**src/rtl/station_agc_ctrl_if.sv**
```systemverilog
// Front-end control bundle: user buttons and demodulator samples in,
// NCO/CIC configuration and audio mute status out.
interface station_agc_ctrl_if;
    logic        btn_next;
    logic        btn_prev;
    logic        sample_tick;
    logic [15:0] sample_in;
    logic [39:0] phase_inc;
    logic [7:0]  gain;
    logic        mute;
    logic        busy;
    logic [1:0]  preset_idx;

    modport master (
        output btn_next, btn_prev, sample_tick, sample_in,
        input  phase_inc, gain, mute, busy, preset_idx
    );

    modport slave (
        input  btn_next, btn_prev, sample_tick, sample_in,
        output phase_inc, gain, mute, busy, preset_idx
    );
endinterface

```
**src/rtl/station_agc_ctrl.sv**
```systemverilog
// Station preset sequencer: mute -> load NCO increment -> settle -> run, with
// windowed peak AGC on the CIC gain when STATION_AGC_CTRL_AGC_EN is defined.
module station_agc_ctrl #(
    parameter logic [39:0] PRESET0      = 40'h98975e5c5,
    parameter logic [39:0] PRESET1      = 40'h5f5e9af9b,
    parameter logic [39:0] PRESET2      = 40'h79c792b11,
    parameter logic [39:0] PRESET3      = 40'h98ead65b7,
    parameter int unsigned MUTE_CYCLES  = 256,
    parameter int unsigned SETTLE_TICKS = 64,
    parameter logic [7:0]  GAIN_INIT    = 8'd0,
    parameter logic [7:0]  GAIN_MAX     = 8'd15,
    parameter int unsigned AGC_WIN      = 256,
    parameter logic [15:0] AGC_HI       = 16'd1536,
    parameter logic [15:0] AGC_LO       = 16'd256
) (
    input  logic              clk,
    input  logic              RST,
    station_agc_ctrl_if.slave bus
);
    localparam int unsigned MW = (MUTE_CYCLES > 1) ? $clog2(MUTE_CYCLES) : 1;
    localparam int unsigned SW = (SETTLE_TICKS > 1) ? $clog2(SETTLE_TICKS) : 1;
    localparam logic [MW-1:0] MUTE_LAST   = MW'(MUTE_CYCLES - 1);
    localparam logic [SW-1:0] SETTLE_LAST = SW'(SETTLE_TICKS - 1);

    typedef enum logic [1:0] {S_RUN, S_MUTE, S_LOAD, S_SETTLE} state_t;

    state_t        state;
    logic [1:0]    preset_idx_r;
    logic [39:0]   phase_inc_r;
    logic          mute_r;
    logic          busy_r;
    logic [MW-1:0] mute_cnt;
    logic [SW-1:0] settle_cnt;

`ifdef STATION_AGC_CTRL_AGC_EN
    localparam int unsigned WW = (AGC_WIN > 1) ? $clog2(AGC_WIN) : 1;
    localparam logic [WW-1:0] WIN_LAST = WW'(AGC_WIN - 1);

    logic [7:0]    gain_r;
    logic [15:0]   peak;
    logic [15:0]   peak_nxt;
    logic [WW-1:0] win_cnt;

    // The closing sample of a window takes part in that window's decision.
    assign peak_nxt = (bus.sample_in > peak) ? bus.sample_in : peak;
    assign bus.gain = gain_r;
`else
    assign bus.gain = GAIN_INIT;
`endif

    function automatic logic [39:0] preset_of(input logic [1:0] idx);
        case (idx)
            2'd0:    return PRESET0;
            2'd1:    return PRESET1;
            2'd2:    return PRESET2;
            default: return PRESET3;
        endcase
    endfunction

    always_ff @(posedge clk or posedge RST) begin
        if (RST) begin
            state        <= S_SETTLE;
            preset_idx_r <= '0;
            phase_inc_r  <= PRESET0;
            mute_r       <= 1'b1;
            busy_r       <= 1'b1;
            mute_cnt     <= '0;
            settle_cnt   <= '0;
`ifdef STATION_AGC_CTRL_AGC_EN
            gain_r       <= GAIN_INIT;
            peak         <= '0;
            win_cnt      <= '0;
`endif
        end else begin
            case (state)
                S_RUN: begin
                    // A retune abandons any partial window, so buttons take priority.
                    if (bus.btn_next != bus.btn_prev) begin
                        preset_idx_r <= bus.btn_next ? preset_idx_r + 2'd1 : preset_idx_r - 2'd1;
                        state        <= S_MUTE;
                        mute_r       <= 1'b1;
                        busy_r       <= 1'b1;
                        mute_cnt     <= '0;
                    end
`ifdef STATION_AGC_CTRL_AGC_EN
                    else if (bus.sample_tick) begin
                        if (win_cnt == WIN_LAST) begin
                            if (peak_nxt > AGC_HI && gain_r != 8'd0)
                                gain_r <= gain_r - 8'd1;
                            else if (peak_nxt < AGC_LO && gain_r < GAIN_MAX)
                                gain_r <= gain_r + 8'd1;
                            peak    <= '0;
                            win_cnt <= '0;
                        end else begin
                            peak    <= peak_nxt;
                            win_cnt <= win_cnt + 1'b1;
                        end
                    end
`endif
                end
                S_MUTE: begin
                    if (mute_cnt == MUTE_LAST)
                        state <= S_LOAD;
                    else
                        mute_cnt <= mute_cnt + 1'b1;
                end
                S_LOAD: begin
                    phase_inc_r <= preset_of(preset_idx_r);
                    settle_cnt  <= '0;
                    state       <= S_SETTLE;
`ifdef STATION_AGC_CTRL_AGC_EN
                    gain_r      <= GAIN_INIT;
`endif
                end
                S_SETTLE: begin
                    if (bus.sample_tick) begin
                        if (settle_cnt == SETTLE_LAST) begin
                            state  <= S_RUN;
                            mute_r <= 1'b0;
                            busy_r <= 1'b0;
`ifdef STATION_AGC_CTRL_AGC_EN
                            peak    <= '0;
                            win_cnt <= '0;
`endif
                        end else begin
                            settle_cnt <= settle_cnt + 1'b1;
                        end
                    end
                end
                default: state <= S_SETTLE;
            endcase
        end
    end

    assign bus.phase_inc  = phase_inc_r;
    assign bus.preset_idx = preset_idx_r;
    assign bus.mute       = mute_r;
    assign bus.busy       = busy_r;
endmodule

```
**src/flat_wrapper.sv**
```systemverilog
// flat-port wrapper written by rule: the top's interface ports become plain ports
module station_agc_ctrl_flat 
#(
    parameter logic [39:0] PRESET0      = 40'h98975e5c5,
    parameter logic [39:0] PRESET1      = 40'h5f5e9af9b,
    parameter logic [39:0] PRESET2      = 40'h79c792b11,
    parameter logic [39:0] PRESET3      = 40'h98ead65b7,
    parameter int unsigned MUTE_CYCLES  = 256,
    parameter int unsigned SETTLE_TICKS = 64,
    parameter logic [7:0]  GAIN_INIT    = 8'd0,
    parameter logic [7:0]  GAIN_MAX     = 8'd15,
    parameter int unsigned AGC_WIN      = 256,
    parameter logic [15:0] AGC_HI       = 16'd1536,
    parameter logic [15:0] AGC_LO       = 16'd256
)
  (clk, RST, bus_btn_next, bus_btn_prev, bus_sample_tick, bus_sample_in, bus_phase_inc, bus_gain, bus_mute, bus_busy, bus_preset_idx);
  station_agc_ctrl_if bus_i ();
  input  logic clk;
  input  logic RST;
  input wire logic [$bits(bus_i.btn_next)-1:0] bus_btn_next;
  input wire logic [$bits(bus_i.btn_prev)-1:0] bus_btn_prev;
  input wire logic [$bits(bus_i.sample_tick)-1:0] bus_sample_tick;
  input wire logic [$bits(bus_i.sample_in)-1:0] bus_sample_in;
  output wire logic [$bits(bus_i.phase_inc)-1:0] bus_phase_inc;
  output wire logic [$bits(bus_i.gain)-1:0] bus_gain;
  output wire logic [$bits(bus_i.mute)-1:0] bus_mute;
  output wire logic [$bits(bus_i.busy)-1:0] bus_busy;
  output wire logic [$bits(bus_i.preset_idx)-1:0] bus_preset_idx;
  assign bus_i.btn_next = bus_btn_next;
  assign bus_i.btn_prev = bus_btn_prev;
  assign bus_i.sample_tick = bus_sample_tick;
  assign bus_i.sample_in = bus_sample_in;
  assign bus_phase_inc = bus_i.phase_inc;
  assign bus_gain = bus_i.gain;
  assign bus_mute = bus_i.mute;
  assign bus_busy = bus_i.busy;
  assign bus_preset_idx = bus_i.preset_idx;
  station_agc_ctrl #(.PRESET0(PRESET0), .PRESET1(PRESET1), .PRESET2(PRESET2), .PRESET3(PRESET3), .MUTE_CYCLES(MUTE_CYCLES), .SETTLE_TICKS(SETTLE_TICKS), .GAIN_INIT(GAIN_INIT), .GAIN_MAX(GAIN_MAX), .AGC_WIN(AGC_WIN), .AGC_HI(AGC_HI), .AGC_LO(AGC_LO)) u_core (.clk(clk), .RST(RST), .bus(bus_i));
endmodule
```
**config.mk**
```make
export PLATFORM = sky130hd
export DESIGN_NAME = station_agc_ctrl_flat
export DESIGN_NICKNAME = d
export VERILOG_FILES = /design/src/rtl/station_agc_ctrl_if.sv /design/src/rtl/station_agc_ctrl.sv /design/src/flat_wrapper.sv
export SDC_FILE = /design/constraint.sdc
export NUM_CORES = 1
export LEC_CHECK = 0
export CORE_UTILIZATION = 25
export CTS_CLUSTER_SIZE = 20
export DETAILED_ROUTE_END_ITERATION = 10
export SETUP_SLACK_MARGIN = 0.15
export SYNTH_ARGS = -nofsm -noshare
export SYNTH_HDL_FRONTEND = slang
export SYNTH_SLANG_ARGS = --single-unit
```
**constraint.sdc**
```tcl
create_clock -name clk -period 1.85 [get_ports clk]
set_clock_uncertainty 0.05 [all_clocks]
set_input_delay 0.2775 -clock clk [delete_from_list [all_inputs] [get_ports clk]]
set_output_delay 0.2775 -clock clk [all_outputs]
set_load 0.1 [all_outputs]
```
==> impl_metrics.tcl, run 1 <==
set metrics [dict create \
    place_congestion 0.741 \
    first_pass_iters 4 \
    synth_cell_types 47 \
    seq_area_sq_um 816 \
    path_max_fanout 6 \
    multiInputGateArea_sq_um 1050 \
    whs_ns 0.325 \
    cts_sinks 32 \
    fin_cells 339 \
    synthFlopType "dfrtp_1" \
    ys_ff_latch 32 \
    startpoint_type "register" \
    antenna_found_initial 0 \
    arrival_ns 1.79 \
    dp_hpwl_microns 2820 \
    synthSimpleGateAreaFrac 0.136 \
    fp-row-count 32 \
    grt.total_usage 0.0966 \
    setup_viol 0 \
    ant_nets 0 \
    fillers 766 \
    die_area_sq_um 8420 \
    worst_slack_ns 0.178 \
    vias 1493 \
    drtIter0Drc 32 \
    placed_area_sq_um 2640 \
    io_pins 73 \
    ys_seq_area_frac 0.404 \
    first_global_vias 1449 \
    synth-xor-area-share 0.00870 \
    globalRouteOverflowTotal 0 \
    maxSlewViolCount 0 \
    ys_warn_count 0 \
    die_h_microns 91.7 \
    cts_hold_buffers 0 \
    avgRoutedWirePerCell_microns 11.5 \
    grt_setup_unrepaired "yes" \
    drc 0 \
    tritoncts "done" \
    synth_top_family_by_area "buffers and inverters" \
    fin_area_sq_um 2900 \
    worstSetupPathType "register to register" \
    start_util 0.259 \
    viasPerCell 4.40 \
    synthMuxAreaShare 0.0590 \
    synth-compound-area-share 0.143 \
    finalHoldViolCount 0 \
    io_buffers 35 \
    cts_buffers 5 \
    drive_above_1_share 0.384 \
    crit_path_end_kind "register" \
    grt_pass1_wl_microns 6580 \
    synth_edf_count 0 \
    max_cap_viol_count 0 \
    cp.required_ns 1.97 \
    cts_root_buf "clkbuf_8" \
    pre_cts_slack_ns -0.123 \
    synthAdderAreaFrac 0.0808 \
    dp_cells 325 \
    min_period_ns 1.67 \
    insertion_delay_ns 0.29 \
    die_w_microns 91.7 \
    core_sq_um 7770 \
    area_growth_pct 44.0 \
    final_nets 270 \
    finalCritPeriodShare 0.904 \
    h-tree-depth 2 \
    drt_wl_total_microns 3880 \
    syn_area_sq_um 2010 \
    worstHoldPathType "input pin to asynchronous set/reset pin" \
    clockBufferDepth 2 \
    antenna_cells 0 \
    synthArstFlopShare 1.00 \
    clk_pin_slew_ns 0.07 \
    fmax_ghz 0.598 \
    grt_max_degree 33 \
    syn_inst 202 \
    syn_avg_cell_area_sq_um 9.97 \
    status "finished, final reports clean" \
]
==> layout make-up <==
type,count,share of cell area
well taps,102,0.0440
inverters,11,0.0142
flip-flops and latches,32,0.281
repair buffers,49,0.260
multi-input cells,137,0.362
clock inverters,3,0.0147
clock buffers,5,0.0237
==> final timing paths <==
| path | cells after the start | start | slack (ns) | to |
|---|---|---|---|---|
| max | 5 | u_core.state[0]$_DFFE_PP1P_ | 0.18 | u_core.mute_cnt[2]$_DFFE_PP0P_ |
| min | 3 | RST | 0.32 | u_core.bus.phase_inc[33]$_DFFE_PP0P_ |
| max reg2reg | 5 | u_core.state[0]$_DFFE_PP1P_ | 0.18 | u_core.mute_cnt[2]$_DFFE_PP0P_ |
| min reg2reg | 2 | u_core.bus.phase_inc[27]$_DFFE_PP1P_ | 0.44 | u_core.bus.phase_inc[27]$_DFFE_PP1P_ |
| max in group asynchronous | 3 | RST | 1.09 | u_core.state[0]$_DFFE_PP1P_ |
| min in group clk | 2 | u_core.bus.phase_inc[27]$_DFFE_PP1P_ | 0.44 | u_core.bus.phase_inc[27]$_DFFE_PP1P_ |
==> metal layers <==
metal	global-route usage	routed length [microns]	vias to the layer above
met5	0	0	-
met4	0.0234	28	0
met3	0.0357	233	2
met2	0.170	1940	48
met1	0.111	1690	729
li1	-	-	714
==> logic make-up after synthesis <==
logic type,after synthesis
buffers and inverters,52
and+or+nand+nor,51
AOI/OAI and AO/OA,39
DFF,32
adders and majority gates,13
muxes,11
other,2
xor gates and xnor gates,2
==> synth_stat cells (2+ instances only) <==
cell	number	area, sq um
ha_1	13	163
clkbuf_1	4	15.0
inv_1	11	41.3
nand2_1	11	41.3
mux2_2	7	78.8
nor2b_1	2	12.5
dfrtp_1	22	551
a221o_1	2	20.0
a21o_1	3	22.5
nand3_1	5	25.0
a21oi_1	7	35.0
nand4_1	3	18.8
conb_1	2	7.51
xnor2_1	2	17.5
buf_4	36	270
a211o_1	2	17.5
and4_1	2	17.5
o21ai_1	2	10.0
a31oi_1	3	18.8
and3_1	3	18.8
nor2_1	17	63.8
dfstp_2	10	263
mux2i_1	4	40.0
o21ai_0	5	25.0
o31a_1	2	17.5
==> stage by stage <==
stage               TNS (ns)  utilization
finish                     0        0.373
global route               0        0.373
CTS                        0        0.357
detailed placement    -0.314        0.339
global placement      -0.273        0.339
floorplan                  0            -
==> worst max-delay path, stage by stage, from the launching register on <==
cell and delay, ns:
dfstp_2 0.57, inv_1 0.10, ha_4 0.20, a21oi_4 0.23, o21ai_2 0.09, a221o_1 0.32
==> cells in the final DEF, fill, tap and decap left out, types with 4 or more instances in the layout <==
cell type / instances
dfrtp_1: 20
inv_1: 9
a21oi_1: 7
nand2_1: 10
dfstp_2: 10
conb_1: 21
o21ai_0: 5
nor2_1: 15
ha_4: 4
buf_4: 15
clkbuf_8: 5
buf_12: 30
clkdlybuf4s50_1: 4
ha_1: 9
mux2i_1: 4
mux2_2: 7
nand3_1: 5
==> flip-flops by register name, indices dropped and copies added (netlist names) <==
name / cells
u_core.bus.phase_inc: 13
u_core.bus.preset_idx: 2
u_core.settle_cnt: 6
u_core.state: 2
u_core.bus.mute: 1
u_core.mute_cnt: 8
==> what timing repair did <==
action / in CTS / in global routing
endpoints found under the setup margin: 8 / 13
pin swaps: 1 / 4
setup buffers: 2 / 4
resized for setup: 3 / 17
Power of run 1 is not shown: default switching activity piles up to over one toggle a cycle in this logic, so the estimate is an artifact.
==> run 2, diff against run 1 <==
- CTS_CLUSTER_DIAMETER: unset -> 40
==> results of run 2 <==
Final layout, timing and power as in run 1 (identical DEF).
Power of run 2 is left out for the same reason.
==> run 3, diff against run 2 <==
- CELL_PAD_IN_SITES_DETAIL_PLACEMENT: unset -> 0
- CELL_PAD_IN_SITES_GLOBAL_PLACEMENT: unset -> 1
- PLACE_DENSITY_LB_ADDON: unset -> 0.1
- RECOVER_POWER: unset -> 50
==> run 3 against run 2 <==
  * Fmax fell by 1.3%
  * Clock-buffer cell count increased by 1
  * Via count is 3.4% lower
  * Flip-flop and latch count unchanged
  * Cell count fell by 0.29%
  * Sequential share of layout area increased by 2.2 points
  * Critical path depth unchanged
  * Final area shrank 7.6%
  * Setup slack worse by 0.021 ns
  * Global-route usage rose by 0.96 points
  * Non-clock buffer count decreased by 1
  * Critical endpoint is now u_core.mute_cnt[7]$_DFFE_PP0P_
  * Largest cell class unchanged
==> impl_metrics.tcl, run 3 (same netlist as run 1, synthesis figures left out) <==
set metrics [dict create \
    final_common_cell "dfrtp_1" \
    insertion_delay_ns 0.28 \
    grt_max_degree 33 \
    vias 1442 \
    crit_path_end_kind "register" \
    path_max_fanout 4 \
    worst-r2r-setup-slack_ns 0.16 \
    ant_nets 0 \
    startpoint_type "register" \
    finalCritPeriodShare 0.916 \
    hold_depth 2 \
    hp-start "u_core.bus.phase_inc[27]$_DFFE_PP1P_" \
    dp_hpwl_microns 2990 \
    status "finished, final reports clean" \
    maxSlewViolCount 0 \
    die_h_microns 91.7 \
    startpoint "u_core.state[0]$_DFFE_PP1P_" \
    h-tree-depth 2 \
    first_global_vias 1358 \
    min_to "u_core.bus.phase_inc[27]$_DFFE_PP1P_" \
    fin_cells 338 \
    first_pass_iters 4 \
    largest_reg_flops 13 \
    setup_viol 0 \
    area_growth_pct 33.0 \
    clk_pin_slew_ns 0.07 \
    io_pins 73 \
    antenna_found_initial 0 \
    fmax_ghz 0.590 \
    drive_above_1_share 0.377 \
    r2r-end "u_core.mute_cnt[7]$_DFFE_PP0P_" \
    viasPerCell 4.27 \
    worst_r2r_path_depth 5 \
    slew_headroom 0.432 \
    cts_buffers 5 \
    worstMarginPinSlew_ns 0.851 \
    dp_cells 326 \
    max_cap_viol_count 0 \
    final_cell_mix "22 x dfrtp_1, 21 x conb_1, 18 x buf_12, 15 x nor2_1, 14 x clkbuf_2" \
    io_buffers 35 \
    fillers 799 \
    grt.total_usage 0.106 \
    place_congestion 0.735 \
    grt_setup_unrepaired "yes" \
    antenna_cells 0 \
    cp.required_ns 2.00 \
    whs_ns 0.416 \
    drtIter0Drc 37 \
    final_nets 269 \
    die_area_sq_um 8420 \
    fp-row-count 32 \
    worstHoldPathType "register to register" \
    globalRouteOverflowTotal 0 \
    die_w_microns 91.7 \
    grt_pass1_wl_microns 6950 \
    r2r_start "u_core.state[0]$_DFFE_PP1P_" \
    cts_root_buf "clkbuf_8" \
    avgRoutedWirePerCell_microns 12.6 \
    tritoncts "done" \
    clockBufferDepth 2 \
    worstSetupPathType "register to register" \
    start_util 0.259 \
    core_sq_um 7770 \
    drc 0 \
    min_period_ns 1.69 \
    arrival_ns 1.85 \
    finalHoldViolCount 0 \
    drt_wl_total_microns 4250 \
    cts_sinks 32 \
]
run 3: changes by cell type in the layout (fill, tap and decap cells not counted), moves of 2 or more:
cell	before	now
buf_4	15	12
buf_12	30	18
ha_2	0	2
dfrtp_2	2	0
dfrtp_1	20	22
clkbuf_2	0	14
run 3: how the worst max path moves through the flow:
stage / endpoint / depth (start not counted)
2_1_floorplan: bus_phase_inc[11] / 1
3_3_place_gp: u_core.mute_cnt[0]$_DFFE_PP0P_ / 5
3_5_place_dp: u_core.mute_cnt[0]$_DFFE_PP0P_ / 5
4_1_cts: u_core.mute_cnt[7]$_DFFE_PP0P_ / 5
5_1_grt: u_core.mute_cnt[7]$_DFFE_PP0P_ / 5
6_report: u_core.mute_cnt[7]$_DFFE_PP0P_ / 5
run 3: final cells by class:
type | count | area, sq um | area share
flip-flops and latches | 32 | 813 | 0.304
repair buffers | 48 | 561 | 0.209
inverters | 11 | 41.3 | 0.0154
clock inverters | 2 | 10.0 | 0.00374
multi-input cells | 137 | 1040 | 0.389
well taps | 102 | 128 | 0.0477
clock buffers | 6 | 82.6 | 0.0308
run 3: worst max-delay path, cell delays in order, from the launching register on:
cell and delay, ns:
dfstp_2 0.60, ha_2 0.22, inv_1 0.10, a21o_4 0.22
o31a_1 0.29, a31oi_1 0.14
run 3: per-stage QoR:
step	util	area, sq um	worst slack (ns)	TNS, ns
global route	0.345	2680	0.0941	0
detailed placement	0.344	2670	-0.0942	-0.275
CTS	0.358	2780	0.155	0
floorplan	-	2110	0.152	0
global placement	0.344	2670	-0.0748	-0.195
finish	0.345	2680	0.156	0
run 3: timing repair:
action | CTS | global route
pin swaps | 1 | 6
setup buffers | 1 | 3
hold buffers | 0 | 0
hold endpoints to repair | 0 | 0
setup endpoints to repair | 11 | 14
gates resized for setup | 4 | 16
run 3: layer usage:
layer / vias to the layer above / track usage / part of all wire / wire length [microns]
met1: 673 / 0.128 / 0.44 / 1860
met5: - / 0 / 0 / 0
met4: 0 / 0.0469 / 0.019 / 82
met3: 6 / 0.0265 / 0.049 / 210
li1: 714 / - / - / -
met2: 49 / 0.178 / 0.49 / 2090
Power of run 3 is left out for the same reason.
